<file path="src/rtl/fetch_sequencer_pkg.sv">
// Shared types and defaults for the instruction fetch sequencer.
// State encoding is fixed at 3 bits so it stays stable across tools and debug dumps.
package fetch_sequencer_pkg;

  localparam int ADDR_W_DEF       = 16;
  localparam int DATA_W_DEF       = 16;
  localparam int MEM_WAIT_MAX_DEF = 15;

  typedef enum logic [2:0] {
    FS_IDLE  = 3'd0,
    FS_FETCH = 3'd1,
    FS_HOLD  = 3'd2,
    FS_HALT  = 3'd3,
    FS_ERR   = 3'd4
  } fetch_state_e;

  // Width needed to hold 0..max_val; at least one bit.
  function automatic int wait_cnt_w(input int max_val);
    return (max_val < 1) ? 1 : $clog2(max_val + 1);
  endfunction

endpackage

</file>
<file path="src/rtl/fetch_sequencer_if.sv">
// Bundle of the PC control, instruction memory, decoder and branch/halt signals
// around the fetch sequencer; master is the sequencer side.
interface fetch_sequencer_if
  import fetch_sequencer_pkg::*;
#(
  parameter int ADDR_W = ADDR_W_DEF,
  parameter int DATA_W = DATA_W_DEF
);

  logic [ADDR_W-1:0] o_pc_set_address;
  logic              o_pc_set_en;
  logic              o_pc_lock;
  logic              o_pc_address_en;
  logic              o_mem_req;
  logic              i_mem_ready;
  logic [DATA_W-1:0] i_mem_rdata;
  logic [DATA_W-1:0] o_instr;
  logic              o_instr_valid;
  logic              i_instr_ready;
  logic              i_branch_valid;
  logic [ADDR_W-1:0] i_branch_target;
  logic              i_halt;
  logic              o_halted;
  logic              o_timeout;

  modport master (
    output o_pc_set_address, o_pc_set_en, o_pc_lock, o_pc_address_en, o_mem_req,
    output o_instr, o_instr_valid, o_halted, o_timeout,
    input  i_mem_ready, i_mem_rdata, i_instr_ready, i_branch_valid, i_branch_target, i_halt
  );

  modport slave (
    input  o_pc_set_address, o_pc_set_en, o_pc_lock, o_pc_address_en, o_mem_req,
    input  o_instr, o_instr_valid, o_halted, o_timeout,
    output i_mem_ready, i_mem_rdata, i_instr_ready, i_branch_valid, i_branch_target, i_halt
  );

endinterface

</file>
<file path="src/rtl/fetch_wait_timer.sv">
// Saturating count of consecutive memory-wait cycles; expired flags that one
// more counted cycle reaches MAX_COUNT.
module fetch_wait_timer
  import fetch_sequencer_pkg::*;
#(
  parameter int MAX_COUNT = MEM_WAIT_MAX_DEF
) (
  input  logic clk,
  input  logic rst,
  input  logic count,
  input  logic clear,
  output logic expired
);

  localparam int CNT_W = wait_cnt_w(MAX_COUNT);
  localparam logic [CNT_W-1:0] CNT_MAX  = CNT_W'(MAX_COUNT);
  localparam logic [CNT_W-1:0] CNT_LAST = CNT_W'(MAX_COUNT - 1);

  logic [CNT_W-1:0] cnt_r;

  // wait counter: clear wins, saturates at MAX_COUNT
  always_ff @(posedge clk or posedge rst) begin
    if (rst) begin
      cnt_r <= '0;
    end else if (clear) begin
      cnt_r <= '0;
    end else if (count && (cnt_r != CNT_MAX)) begin
      cnt_r <= cnt_r + CNT_W'(1);
    end else begin
      cnt_r <= cnt_r;
    end
  end

  assign expired = (cnt_r >= CNT_LAST);

endmodule

</file>
<file path="src/rtl/fetch_sequencer.sv">
// Fetch sequencer: steers program_counter, requests instruction memory and holds
// one fetched word for the decoder; handles redirects, halt and fetch timeout.
module fetch_sequencer
  import fetch_sequencer_pkg::*;
#(
  parameter int ADDR_W       = ADDR_W_DEF,
  parameter int DATA_W       = DATA_W_DEF,
  parameter int MEM_WAIT_MAX = MEM_WAIT_MAX_DEF
) (
  input logic               clk,
  input logic               rst,
  fetch_sequencer_if.master bus
);

  fetch_state_e      state_r;
  fetch_state_e      next_state_s;
  logic [DATA_W-1:0] instr_r;
  logic              instr_valid_r;
  logic              timeout_r;
  logic [ADDR_W-1:0] branch_target_s;

  logic redirect_s;
  logic accept_s;
  logic pc_lock_s;
  logic mem_req_s;
  logic wait_count_s;
  logic wait_clear_s;
  logic wait_expired_s;
  logic timeout_set_s;

  // Count only while genuinely waiting in FETCH; any exit or redirect restarts it.
  assign wait_count_s = (state_r == FS_FETCH) && !bus.i_mem_ready &&
                        !bus.i_branch_valid && !bus.i_halt;
  assign wait_clear_s = !wait_count_s;

  fetch_wait_timer #(.MAX_COUNT(MEM_WAIT_MAX)) u_wait_timer (
    .clk     (clk),
    .rst     (rst),
    .count   (wait_count_s),
    .clear   (wait_clear_s),
    .expired (wait_expired_s)
  );

  // next-state and control decode; redirect > halt > hold/timeout
  always_comb begin
    next_state_s = state_r;
    redirect_s   = 1'b0;
    accept_s     = 1'b0;
    pc_lock_s    = 1'b1;
    mem_req_s    = 1'b0;
    case (state_r)
      FS_IDLE: begin
        redirect_s   = bus.i_branch_valid;
        next_state_s = bus.i_halt ? FS_HALT : FS_FETCH;
      end
      FS_FETCH: begin
        mem_req_s  = 1'b1;
        redirect_s = bus.i_branch_valid;
        accept_s   = !bus.i_branch_valid && bus.i_mem_ready &&
                     (!instr_valid_r || bus.i_instr_ready);
        pc_lock_s  = !accept_s;
        if (bus.i_branch_valid || bus.i_halt) begin
          next_state_s = bus.i_halt ? FS_HALT : FS_FETCH;
        end else if (bus.i_mem_ready) begin
          next_state_s = accept_s ? FS_FETCH : FS_HOLD;
        end else begin
          next_state_s = wait_expired_s ? FS_ERR : FS_FETCH;
        end
      end
      FS_HOLD: begin
        redirect_s = bus.i_branch_valid;
        if (bus.i_branch_valid || bus.i_halt) begin
          next_state_s = bus.i_halt ? FS_HALT : FS_FETCH;
        end else begin
          next_state_s = bus.i_instr_ready ? FS_FETCH : FS_HOLD;
        end
      end
      FS_HALT: begin
        next_state_s = bus.i_halt ? FS_HALT : FS_FETCH;
      end
      FS_ERR: begin
        next_state_s = FS_ERR;
      end
      default: begin
        next_state_s = FS_ERR;
      end
    endcase
  end

  assign timeout_set_s = (state_r == FS_FETCH) && (next_state_s == FS_ERR);

  // state register
  always_ff @(posedge clk or posedge rst) begin
    if (rst) begin
      state_r <= FS_IDLE;
    end else begin
      state_r <= next_state_s;
    end
  end

  // one-entry instruction buffer; a redirect flushes even a same-cycle word
  always_ff @(posedge clk or posedge rst) begin
    if (rst) begin
      instr_r       <= '0;
      instr_valid_r <= 1'b0;
    end else if (redirect_s) begin
      instr_r       <= instr_r;
      instr_valid_r <= 1'b0;
    end else if (accept_s) begin
      instr_r       <= bus.i_mem_rdata;
      instr_valid_r <= 1'b1;
    end else if (bus.i_instr_ready) begin
      instr_r       <= instr_r;
      instr_valid_r <= 1'b0;
    end else begin
      instr_r       <= instr_r;
      instr_valid_r <= instr_valid_r;
    end
  end

  // sticky timeout flag, cleared only by reset
  always_ff @(posedge clk or posedge rst) begin
    if (rst) begin
      timeout_r <= 1'b0;
    end else begin
      timeout_r <= timeout_r | timeout_set_s;
    end
  end

  assign branch_target_s      = bus.i_branch_target;
  assign bus.o_pc_set_address = branch_target_s;
  assign bus.o_pc_set_en      = redirect_s & ~rst;
  assign bus.o_pc_lock        = pc_lock_s | rst;
  assign bus.o_pc_address_en  = mem_req_s & ~rst;
  assign bus.o_mem_req        = mem_req_s & ~rst;
  assign bus.o_instr          = instr_r;
  assign bus.o_instr_valid    = instr_valid_r;
  assign bus.o_halted         = (state_r == FS_HALT);
  assign bus.o_timeout        = timeout_r;

endmodule

</file>
<file path="src/flat_wrapper.sv">
// flat-port wrapper written by rule: the top's interface ports become plain ports
module fetch_sequencer_flat import fetch_sequencer_pkg::*;
#(
  parameter int ADDR_W       = ADDR_W_DEF,
  parameter int DATA_W       = DATA_W_DEF,
  parameter int MEM_WAIT_MAX = MEM_WAIT_MAX_DEF
)
  (clk, rst, bus_o_pc_set_address, bus_o_pc_set_en, bus_o_pc_lock, bus_o_pc_address_en, bus_o_mem_req, bus_o_instr, bus_o_instr_valid, bus_o_halted, bus_o_timeout, bus_i_mem_ready, bus_i_mem_rdata, bus_i_instr_ready, bus_i_branch_valid, bus_i_branch_target, bus_i_halt);
  fetch_sequencer_if #(.ADDR_W(ADDR_W), .DATA_W(DATA_W)) bus_i ();
  input logic clk;
  input logic rst;
  output wire logic [$bits(bus_i.o_pc_set_address)-1:0] bus_o_pc_set_address;
  output wire logic [$bits(bus_i.o_pc_set_en)-1:0] bus_o_pc_set_en;
  output wire logic [$bits(bus_i.o_pc_lock)-1:0] bus_o_pc_lock;
  output wire logic [$bits(bus_i.o_pc_address_en)-1:0] bus_o_pc_address_en;
  output wire logic [$bits(bus_i.o_mem_req)-1:0] bus_o_mem_req;
  output wire logic [$bits(bus_i.o_instr)-1:0] bus_o_instr;
  output wire logic [$bits(bus_i.o_instr_valid)-1:0] bus_o_instr_valid;
  output wire logic [$bits(bus_i.o_halted)-1:0] bus_o_halted;
  output wire logic [$bits(bus_i.o_timeout)-1:0] bus_o_timeout;
  input wire logic [$bits(bus_i.i_mem_ready)-1:0] bus_i_mem_ready;
  input wire logic [$bits(bus_i.i_mem_rdata)-1:0] bus_i_mem_rdata;
  input wire logic [$bits(bus_i.i_instr_ready)-1:0] bus_i_instr_ready;
  input wire logic [$bits(bus_i.i_branch_valid)-1:0] bus_i_branch_valid;
  input wire logic [$bits(bus_i.i_branch_target)-1:0] bus_i_branch_target;
  input wire logic [$bits(bus_i.i_halt)-1:0] bus_i_halt;
  assign bus_o_pc_set_address = bus_i.o_pc_set_address;
  assign bus_o_pc_set_en = bus_i.o_pc_set_en;
  assign bus_o_pc_lock = bus_i.o_pc_lock;
  assign bus_o_pc_address_en = bus_i.o_pc_address_en;
  assign bus_o_mem_req = bus_i.o_mem_req;
  assign bus_o_instr = bus_i.o_instr;
  assign bus_o_instr_valid = bus_i.o_instr_valid;
  assign bus_o_halted = bus_i.o_halted;
  assign bus_o_timeout = bus_i.o_timeout;
  assign bus_i.i_mem_ready = bus_i_mem_ready;
  assign bus_i.i_mem_rdata = bus_i_mem_rdata;
  assign bus_i.i_instr_ready = bus_i_instr_ready;
  assign bus_i.i_branch_valid = bus_i_branch_valid;
  assign bus_i.i_branch_target = bus_i_branch_target;
  assign bus_i.i_halt = bus_i_halt;
  fetch_sequencer #(.ADDR_W(ADDR_W), .DATA_W(DATA_W), .MEM_WAIT_MAX(MEM_WAIT_MAX)) u_core (.clk(clk), .rst(rst), .bus(bus_i));
endmodule
</file>
<file path="config.mk">
export PLATFORM = sky130hd
export DESIGN_NAME = fetch_sequencer_flat
export DESIGN_NICKNAME = d
export VERILOG_FILES = /design/src/rtl/fetch_sequencer_pkg.sv /design/src/rtl/fetch_sequencer_if.sv /design/src/rtl/fetch_wait_timer.sv /design/src/rtl/fetch_sequencer.sv /design/src/flat_wrapper.sv
export SDC_FILE = /design/constraint.sdc
export NUM_CORES = 1
export LEC_CHECK = 0
export ABC_AREA = 1
export BUFFER_PORTS_ARGS = -buffer_cell sky130_fd_sc_hd__buf_2
export CORE_UTILIZATION = 30
export CTS_CLUSTER_DIAMETER = 50
export DETAILED_ROUTE_END_ITERATION = 10
export SLEW_MARGIN = 15
export SYNTH_ARGS = -nofsm -noshare
export SYNTH_HDL_FRONTEND = slang
export SYNTH_SLANG_ARGS = --single-unit
export TNS_END_PERCENT = 10
</file>
<file path="constraint.sdc">
create_clock -name clk -period 1.47 [get_ports clk]
set_input_delay 0.147 -clock clk [delete_from_list [all_inputs] [get_ports clk]]
set_output_delay 0.147 -clock clk [all_outputs]
set_load 0.01 [all_outputs]
</file>
==> reports/qor.txt, run 1 <==
Psw: 271 uW
Slew HR: 82.3%
clk slew on worst S/H paths: 0.08 ns
setup TNS: 0 ns
All-Layer GR Usage: 11.0%
fmax: 733 MHz
Die Wd: 69.0 um
P_leak: 0.000938 uW
met3 usage: 4.09%
Mapped Area: 0.00135 mm^2
met2 Use GR: 17.9%
Reg power frac: 58.7%
H-tree lvl count: 1
Sequential Area: 626 um^2
Root Driver: clkbuf_8
Gate Count Post-Synth: 167
Max stage delay on crit path: 0.41 ns
fillers: 486
Clock Skew: 0.00241 ns
power per cell area: 772 mW/mm^2
Clk pwr share: 32.6%
simple-gate area share of the yosys netlist: 32.0%
Critical Path, Cell by Cell: inv_2 -> nand3_4 -> nor2_4 -> nand2_1 -> buf_2
Final Max Tran Viols: 0
crit-path leading delay family: flip-flops
routed vias: 1059
syn_nets: 207
final hold vios: 0
Req. time, crit path: 1.32 ns
later-pin clock latency in the skew report: 0.26 ns
Worst Setup Start Kind: flop
Synth Area in XOR/XNOR: 1.30%
Synth cell types: 22
Core Area: 0.00432 mm^2
CTS tree: built
RePlAce Congestion: 0.748
antenna cell count: 0
largest family of logic cells by synthesized area: simple AND/OR/NAND/NOR gates
footprint of the multi-input gates: 509 um^2
status: complete, no violations
ratio of cells with drive above 1 in the final layout: 32.0%
port bufs: 44
crit end category: output port
Num CTS Buffers: 3
CP max stage cell: dfrtp_1
GRT busiest layer: met2
die area: 0.00476 mm^2
FP Rows: 24
Mean Syn Cell Area: 8.07 um^2
Bufs and invs on worst path: 2
post-synthesis adder-cell area fraction: 1.86%
Ports: 77
WL final: 2580 um
post-synthesis compound-gate area fraction: 2.04%
ANT nets after route: 0
fin area: 0.00157 mm^2
die height: 69.0 um
register area share after synthesis: 46.4%
Hold Crit Class: input port to flop
RSZ-0062 raised after global routing: false
critical path fanouts, max: 5
fin crit period: 1.36 ns
VDD IR max: 0.384 mV
WL/cell: 10.2 um
met1 usage: 13.4%
Placed Instance Area: 0.00149 mm^2
synthesis-to-finish area growth: 16.6%
post-synthesis mux area share: 0%
largest net degree at the start of global routing: 22
combinational power share: 8.7%
initial antenna violation count: 0
GRT overflow: 0
first-pass GRT wire length: 4220 um
CTS Buffer Depth: 2
Syn. warnings: 0
post-detail-place hpwl: 1890 um
final worst path period share: 92.8%
DRC errors left: 0
clock tree sinks: 25
worst slew pin tran: 0.265 ns
max-cap violations: 0
number of global-route vias before repair: 990
WP data arrival: 1.22 ns
vias per cell: 4.20
Seq cells post-synth: 25
nets: 241
Pint: 943 uW
Crit Path Category: flop to output port
Starting Density: 31.2%
DR pass1 iterations: 4
Sw Share: 22.3%
number of setup violations in the final report: 0
Initial DRC Count: 36
## power by group through the flow
stage	Clock [uW]	Sequential [uW]	Combinational [uW]
6_report	396	713	106
5_1_grt	454	715	119
4_1_cts	425	713	108
3_5_place_dp	0	726	106
3_3_place_gp	0	727	105
2_1_floorplan	0	735	83.6
## flip-flops by register name, indices dropped and copies added, names as in the netlist
name and cells:
u_core.bus.o_instr_valid 1, u_core.u_wait_timer.cnt_r 4, u_core.bus.o_instr 16, u_core.bus.o_timeout 1, u_core.state_r 3
## worst reg2reg max path: cells and delay by family (launching register included)
kind                   cells  cell delay (ns)
and+or+nand+nor            4             0.42
DFF                        1             0.41
buffers and inverters      3             0.34
## cell usage in the layout, fill, tap and decap left out
cell / netlist / final
a21oi_1: 2 / 2
buf_2: 0 / 44
buf_4: 17 / 3
clkbuf_8: 0 / 3
clkinvlp_4: 0 / 1
dfrtp_1: 25 / 25
dlygate4sd3_1: 0 / 1
ha_1: 2 / 2
inv_1: 15 / 14
inv_2: 2 / 3
inv_4: 1 / 1
nand2_1: 72 / 72
nand2_2: 3 / 3
nand2_4: 1 / 1
nand3_1: 6 / 6
nand3_2: 1 / 1
nand3_4: 1 / 1
nand4_1: 2 / 2
nor2_1: 8 / 7
nor2_4: 1 / 2
nor2_8: 1 / 1
o21ai_0: 2 / 2
o21bai_1: 1 / 1
xnor2_1: 1 / 1
xor2_1: 1 / 1
## routing by layer
metal | part of all wire [%] | vias up
met5 | 0 | -
met4 | 1.1 | 0
met1 | 43 | 460
met3 | 7.4 | 4
met2 | 48 | 39
li1 | - | 556
## Yosys cell counts (all sizes together)
master,number,area share [%]
a21oi,2,0.74
buf,19,11
xnor2,1,0.65
nand3,8,4.3
ha,2,1.9
dfrtp,25,46
xor2,1,0.65
nor2,10,4.5
o21bai,1,0.56
o21ai,2,0.74
nand4,2,0.93
inv,18,5.2
nand2,76,22
## layout make-up
type	count	area share [%]
Clock buffer	3	2.63
Tap cell	52	4.14
Clock inverter	1	0.478
Sequential cell	25	39.8
Timing Repair Buffer	48	16.1
Multi-Input combinational cell	105	32.4
Inverter	18	4.46
## through the flow
stage / cells / utilization (%) / worst slack (ns) / total power (uW) / hold slack (ns)
floorplan: 167 / - / 0.287 / 818 / 0.174
global placement: 245 / 34.5 / 0.312 / 832 / 0.0777
detailed placement: 245 / 34.5 / 0.296 / 832 / 0.0827
CTS: 250 / 35.8 / 0.0167 / 1250 / 0.0580
global route: 252 / 36.3 / 0.00178 / 1290 / 0.0639
finish: 252 / 36.3 / 0.106 / 1210 / 0.0666
## worst paths after layout
path | startpoint | endpoint | slack [ns] | depth (start not counted)
max in group asynchronous | rst | u_core.u_wait_timer.cnt_r[0] | 0.59 | 4
hold / removal | bus_i_mem_rdata[9] | u_core.bus.o_instr[9] | 0.07 | 3
hold reg to reg | u_core.bus.o_timeout | u_core.bus.o_timeout | 0.47 | 2
setup / recovery | u_core.state_r[2] | bus_o_pc_lock | 0.11 | 5
setup reg to reg | u_core.state_r[2] | u_core.bus.o_instr[7] | 0.19 | 7
min in group asynchronous | rst | u_core.state_r[0] | 0.36 | 3
## logic make-up after synthesis
| family | Yosys count |
|---|---|
| compound gates | 5 |
| simple gates | 96 |
| fa+ha+maj | 2 |
| flops | 25 |
| buf+inv | 37 |
| xor+xnor | 2 |
## timing repair
action,CTS,global route
setup buffers,0,2
endpoints found under the setup margin,0,3
hold buffers,1,0
endpoints found under the hold margin,4,0
gates resized for setup,0,3
Power figures use the tool's default switching activity.
==> run 2: changes to the inputs <==
SYNTH_HIERARCHICAL = 1   (was default)
==> run 2 against run 1 <==
Against the previous run: the flow now finishes with violations (negative setup slack); clock skew barely moved; power is 3.1% lower; final area rose by 5.1%; hold slack better by 0.038 ns; first-iteration DRC count fell by 2.8%; die area is 2.3% higher; global-route usage up 1.7 points; sequential share of layout area fell by 1.9 points; core utilization grew 1.3 points; area after synthesis is 2.4% higher; wire length up 13%; critical path type unchanged; largest power group unchanged.
==> reports/qor.txt, run 2 <==
status: complete, but fails checks
failing checks: negative setup slack
post-detail-place hpwl: 2110 um
number of global-route vias before repair: 1083
most common cell in the netlist: nand2_1
register area share after synthesis: 45.3%
RSZ-0062 raised after global routing: true
fmax: 663 MHz
Slew HR: 82.0%
antenna cell count: 0
Seq cells post-synth: 25
clk slew on worst S/H paths: 0.09 ns
power per cell area: 712 mW/mm^2
final core occ: 37.7%
final worst path period share: 103%
Initial DRC Count: 35
largest net degree at the start of global routing: 21
critical path fanouts, max: 3
die height: 69.8 um
Psw: 266 uW
combinational power share: 6.8%
CTS tree: built
Clock Skew: 0.00249 ns
Req. time, crit path: 1.32 ns
Synth area leaders: dfrtp_1, nand2_1, buf_4
crit end category: output port
Clk pwr share: 34.8%
DR pass1 iterations: 4
Synth cell types: 21
top cells by count, synth: nand2_1, dfrtp_1, nand3_1
syn_nets: 210
Hold WS: 0.104 ns
clock tree sinks: 25
max-cap violations: 0
fin area: 0.00165 mm^2
footprint of the multi-input gates: 524 um^2
Die Wd: 69.8 um
asr flop ratio synth: 100%
Sw Share: 22.6%
WP data arrival: 1.36 ns
DRC errors left: 0
VDD IR max: 0.431 mV
Crit Path Category: flop to output port
GRT overflow: 0
most frequent cells in the layout: nand2_1, buf_2, dfrtp_1, nand3_1, inv_1
WL/cell: 11.2 um
area share of the largest cell type after synthesis: 45.3%
first-pass GRT wire length: 5000 um
FP Rows: 24
Sequential Area: 626 um^2
Num CTS Buffers: 3
fin crit period: 1.51 ns
Pint: 910 uW
later-pin clock latency in the skew report: 0.27 ns
Starting Density: 31.5%
port bufs: 44
final hold vios: 0
Placed Instance Area: 0.00156 mm^2
Syn. warnings: 6
leading area contributor after synthesis: dfrtp_1
ANT nets after route: 0
fillers: 476
setup TNS: -0.0385 ns
number of setup violations in the final report: 1
P_leak: 0.00102 uW
number of synthesized flops with an enable pin: 0
CTS Buffer Depth: 2
setup ws final: -0.0385 ns
Gate Count Post-Synth: 170
WL final: 2910 um
Core Area: 0.00438 mm^2
Ports: 77
RePlAce Congestion: 0.851
die area: 0.00488 mm^2
H-tree lvl count: 1
nets: 249
ratio of cells with drive above 1 in the final layout: 34.1%
commonest non-fill, non-tap cell in the layout: nand2_1
initial antenna violation count: 0
Mean Syn Cell Area: 8.12 um^2
routed vias: 1170
Mapped Area: 0.00138 mm^2
Hold Crit Class: input port to flop
Primary FF master, synth: dfrtp_1
synthesis-to-finish area growth: 19.7%
Worst Setup Start Kind: flop
All-Layer GR Usage: 12.7%
vias per cell: 4.50
worst slew pin tran: 0.270 ns
Final Max Tran Viols: 0
Root Driver: clkbuf_8
Reg power frac: 58.4%
Placement Setup Slack: 0.120 ns
max reg flops: 16
run 2: cell count changes after synthesis, moves of 2 or more:
cell / delta
nand2_1: -19
nand3_1: +19
a21oi_1: -2
buf_4: +2
nor2_1: +2
o21ai_1: +2
run 2: metal layers:
metal  global-route usage (%)  up-vias  wire, um
li1                         -      589         -
met1                     16.4      540      1370
met2                     20.9       39      1320
met3                     4.22        2       186
met4                     2.22        0        23
met5                        0        -         0
run 2: final cells by class:
type | instances | share of cell area (%)
multi-input cells | 105 | 31.7
repair buffers | 55 | 19.2
well taps | 52 | 3.94
flip-flops and latches | 25 | 37.9
clock inverters | 1 | 0.303
inverters | 19 | 4.39
clock buffers | 3 | 2.50
run 2: per-stage QoR:
stage / power, uW / cells
floorplan: 777 / 170
detailed placement: 780 / 251
finish: 1180 / 260
global placement: 780 / 251
global route: 1240 / 260
CTS: 1200 / 260
run 2: worst paths after layout:
| kind | endpoint | start | slack, ns | depth (start not counted) |
|---|---|---|---|---|
| max in group asynchronous | u_core/bus.o_instr[0] | rst | 0.67 | 4 |
| min in group asynchronous | u_core/bus.o_instr_valid | rst | 0.36 | 3 |
| hold / removal | u_core/bus.o_instr[6] | bus_i_mem_rdata[6] | 0.10 | 3 |
| setup / recovery | bus_o_pc_lock | u_core/state_r[0] | -0.04 | 7 |
| hold reg to reg | u_core/bus.o_instr[0] | u_core/bus.o_instr[0] | 0.47 | 2 |
| setup reg to reg | u_core/bus.o_instr[15] | u_core/state_r[0] | 0 | 7 |
run 2: repair_timing:
| action | in CTS | in global routing |
|---|---|---|
| endpoints found under the hold margin | 5 | 0 |
| gates cloned | 0 | 0 |
| setup buffers | 4 | 0 |
| endpoints found under the setup margin | 3 | 26 |
| hold buffers | 1 | 0 |
| gates resized for setup | 1 | 2 |
| pin swaps | 1 | 0 |
run 2: power groups by stage:
stage / Clock [uW] / Sequential [uW] / Combinational [uW]
detailed placement: 0 / 701 / 79.1
finish: 409 / 687 / 79.5
floorplan: 0 / 701 / 76.6
CTS: 430 / 687 / 81.8
global route: 466 / 687 / 89.8
global placement: 0 / 701 / 79.0
run 2: logic make-up (layout without fill, tap and decap cells):
logic type | after synthesis | count (layout) | synth area share [%]
xor gates and xnor gates | 1 | 1 | 0.635
and+or+nand+nor | 96 | 96 | 32.3
buffers and inverters | 40 | 78 | 17.2
adders and majority gates | 2 | 2 | 1.81
AOI/OAI and AO/OA | 6 | 6 | 2.72
DFF | 25 | 25 | 45.3
run 2: worst max-delay path, stage by stage (launching register included):
cell and delay, ns:
dfrtp_1 0.38, inv_2 0.06, nor3_4 0.23, buf_12 0.13
inv_2 0.03, nor2_4 0.08, nand2_1 0.05, buf_2 0.13
==> run 3: changes to the inputs <==
CORE_MARGIN = 5   (was default)
==> run 3 against run 2 <==
Against the previous run: the flow still finishes with violations (negative setup slack); cell count grew 0.77%; die area grew 24%; largest cell class unchanged; wire length grew 4.1%; non-clock buffer count grew 2; via count shrank 5.1%; critical path depth shrank 1; power shrank 0.74%; setup slack gained 0.024 ns; final area is essentially flat.
==> reports/qor.txt, run 3 (synthesized netlist as in run 2, its figures left out) <==
first-pass GRT wire length: 5340 um
commonest non-fill, non-tap cell in the layout: nand2_1
Clock Skew: 0.00326 ns
die area: 0.00606 mm^2
Hold Crit Class: input port to flop
Slew HR: 79.1%
Reg power frac: 58.9%
fmax: 674 MHz
Root Driver: clkbuf_8
DR pass1 iterations: 4
All-Layer GR Usage: 10.6%
WP data arrival: 1.34 ns
Psw: 257 uW
fin crit period: 1.48 ns
DRC errors left: 0
P_leak: 0.00102 uW
worst slew pin tran: 0.314 ns
FP Rows: 24
wire length on met2: 1380 um
Hold WS: 0.105 ns
later-pin clock latency in the skew report: 0.27 ns
Max Used Layer: met3
fillers: 451
VDD IR max: 0.447 mV
final worst path period share: 101%
die height: 77.8 um
CP startpoint: u_core/state_r[1]
Core Area: 0.00441 mm^2
ANT nets after route: 0
Num CTS Buffers: 3
antenna cell count: 0
RR Startpoint: u_core/state_r[1]
Worst Setup Start Kind: flop
DR WL met3: 246 um
RSZ-0062 raised after global routing: true
max reg flops: 16
Starting Density: 31.3%
worst reg-to-reg setup slack: 0.08 ns
power per cell area: 706 mW/mm^2
GRT overflow: 0
Initial DRC Count: 36
setup ws final: -0.0145 ns
clk slew on worst S/H paths: 0.09 ns
CTS Buffer Depth: 2
clock tree sinks: 25
vias per cell: 4.24
combinational power share: 6.6%
Pint: 910 uW
number of global-route vias before repair: 1162
Req. time, crit path: 1.32 ns
routed length on met1: 1400 um
Crit Path Category: flop to output port
WL final: 3020 um
nets: 251
Placed Instance Area: 0.00155 mm^2
WL/cell: 11.5 um
most frequent cells in the layout: nand2_1, buf_2, nand3_1, dfrtp_1, inv_1
failing checks: negative setup slack
Die Wd: 77.8 um
synthesis-to-finish area growth: 19.8%
Sequential Area: 626 um^2
CTS tree: built
Cell Count, Final, Fillers Out: 262
crit end category: output port
status: complete, but fails checks
port bufs: 44
routed vias: 1110
Final Max Tran Viols: 0
footprint of the multi-input gates: 517 um^2
Ports: 77
RePlAce Congestion: 0.781
number of setup violations in the final report: 1
largest net degree at the start of global routing: 19
initial antenna violation count: 0
final hold vios: 0
ratio of cells with drive above 1 in the final layout: 33.8%
critical path fanouts, max: 3
Sw Share: 22.0%
post-detail-place hpwl: 2320 um
dpl cells: 252
H-tree lvl count: 1
HP Start: bus_i_mem_rdata[10]
fin area: 0.00165 mm^2
Clk pwr share: 34.5%
max-cap violations: 0
Tot Pwr: 1170 uW
[run 3: worst paths after layout]
path	cells past startpoint	end
worst max-delay path	6	bus_o_pc_lock
max in group asynchronous	4	u_core/bus.o_instr[1]
worst min register to register	2	u_core/bus.o_instr[4]
min in group asynchronous	3	u_core/u_wait_timer/cnt_r[0]
worst min-delay path	3	u_core/bus.o_instr[10]
worst max register to register	9	u_core/u_wait_timer/cnt_r[3]
[run 3: what timing repair did]
action / 4_1_cts / 5_1_grt
hold buffers: 1 / 0
setup buffers: 4 / 1
setup endpoints to repair: 3 / 8
resized for setup: 2 / 1
endpoints found under the hold margin: 11 / 0
pin swaps: 1 / 1
[run 3: layer usage]
layer / vias up / global-route usage [%]
met1: 479 / 14.4
li1: 593 / -
met3: 0 / 3.59
met5: - / 0
met4: 0 / 1.72
met2: 38 / 16.4
[run 3: cell type report]
class / count / share of cell area [%]
Clock buffer: 3 / 2.50
Clock inverter: 1 / 0.303
Inverter: 19 / 4.54
Multi-Input combinational cell: 105 / 31.3
Sequential cell: 25 / 37.9
Tap cell: 52 / 3.94
Timing Repair Buffer: 57 / 19.6
[run 3: power by group through the flow]
| stage | Clock [uW] | Combinational [uW] | Sequential (uW) |
|---|---|---|---|
| 5_1_grt | 455 | 88.3 | 687 |
| 2_1_floorplan | 0 | 76.6 | 701 |
| 6_report | 403 | 77.4 | 687 |
| 3_3_place_gp | 0 | 77.6 | 701 |
| 3_5_place_dp | 0 | 78.0 | 701 |
| 4_1_cts | 427 | 80.4 | 687 |
[run 3: metrics by stage]
| stage | util, % | setup TNS [ns] | setup WS (ns) |
|---|---|---|---|
| 6_report | 37.4 | -0.0145 | -0.0145 |
| 5_1_grt | 37.4 | -0.364 | -0.0892 |
| 4_1_cts | 37.2 | -0.0140 | -0.0140 |
| 3_5_place_dp | 35.2 | 0 | 0.159 |
| 3_3_place_gp | 35.2 | 0 | 0.172 |
| 2_1_floorplan | - | 0 | 0.0556 |
[run 3: worst max-delay path, stage by stage (launching register included)]
cell and delay, ns:
dfrtp_1 0.42, nor3_4 0.22, buf_6 0.13, inv_4 0.03, nor2_4 0.08, nand2_1 0.05
buf_2 0.13
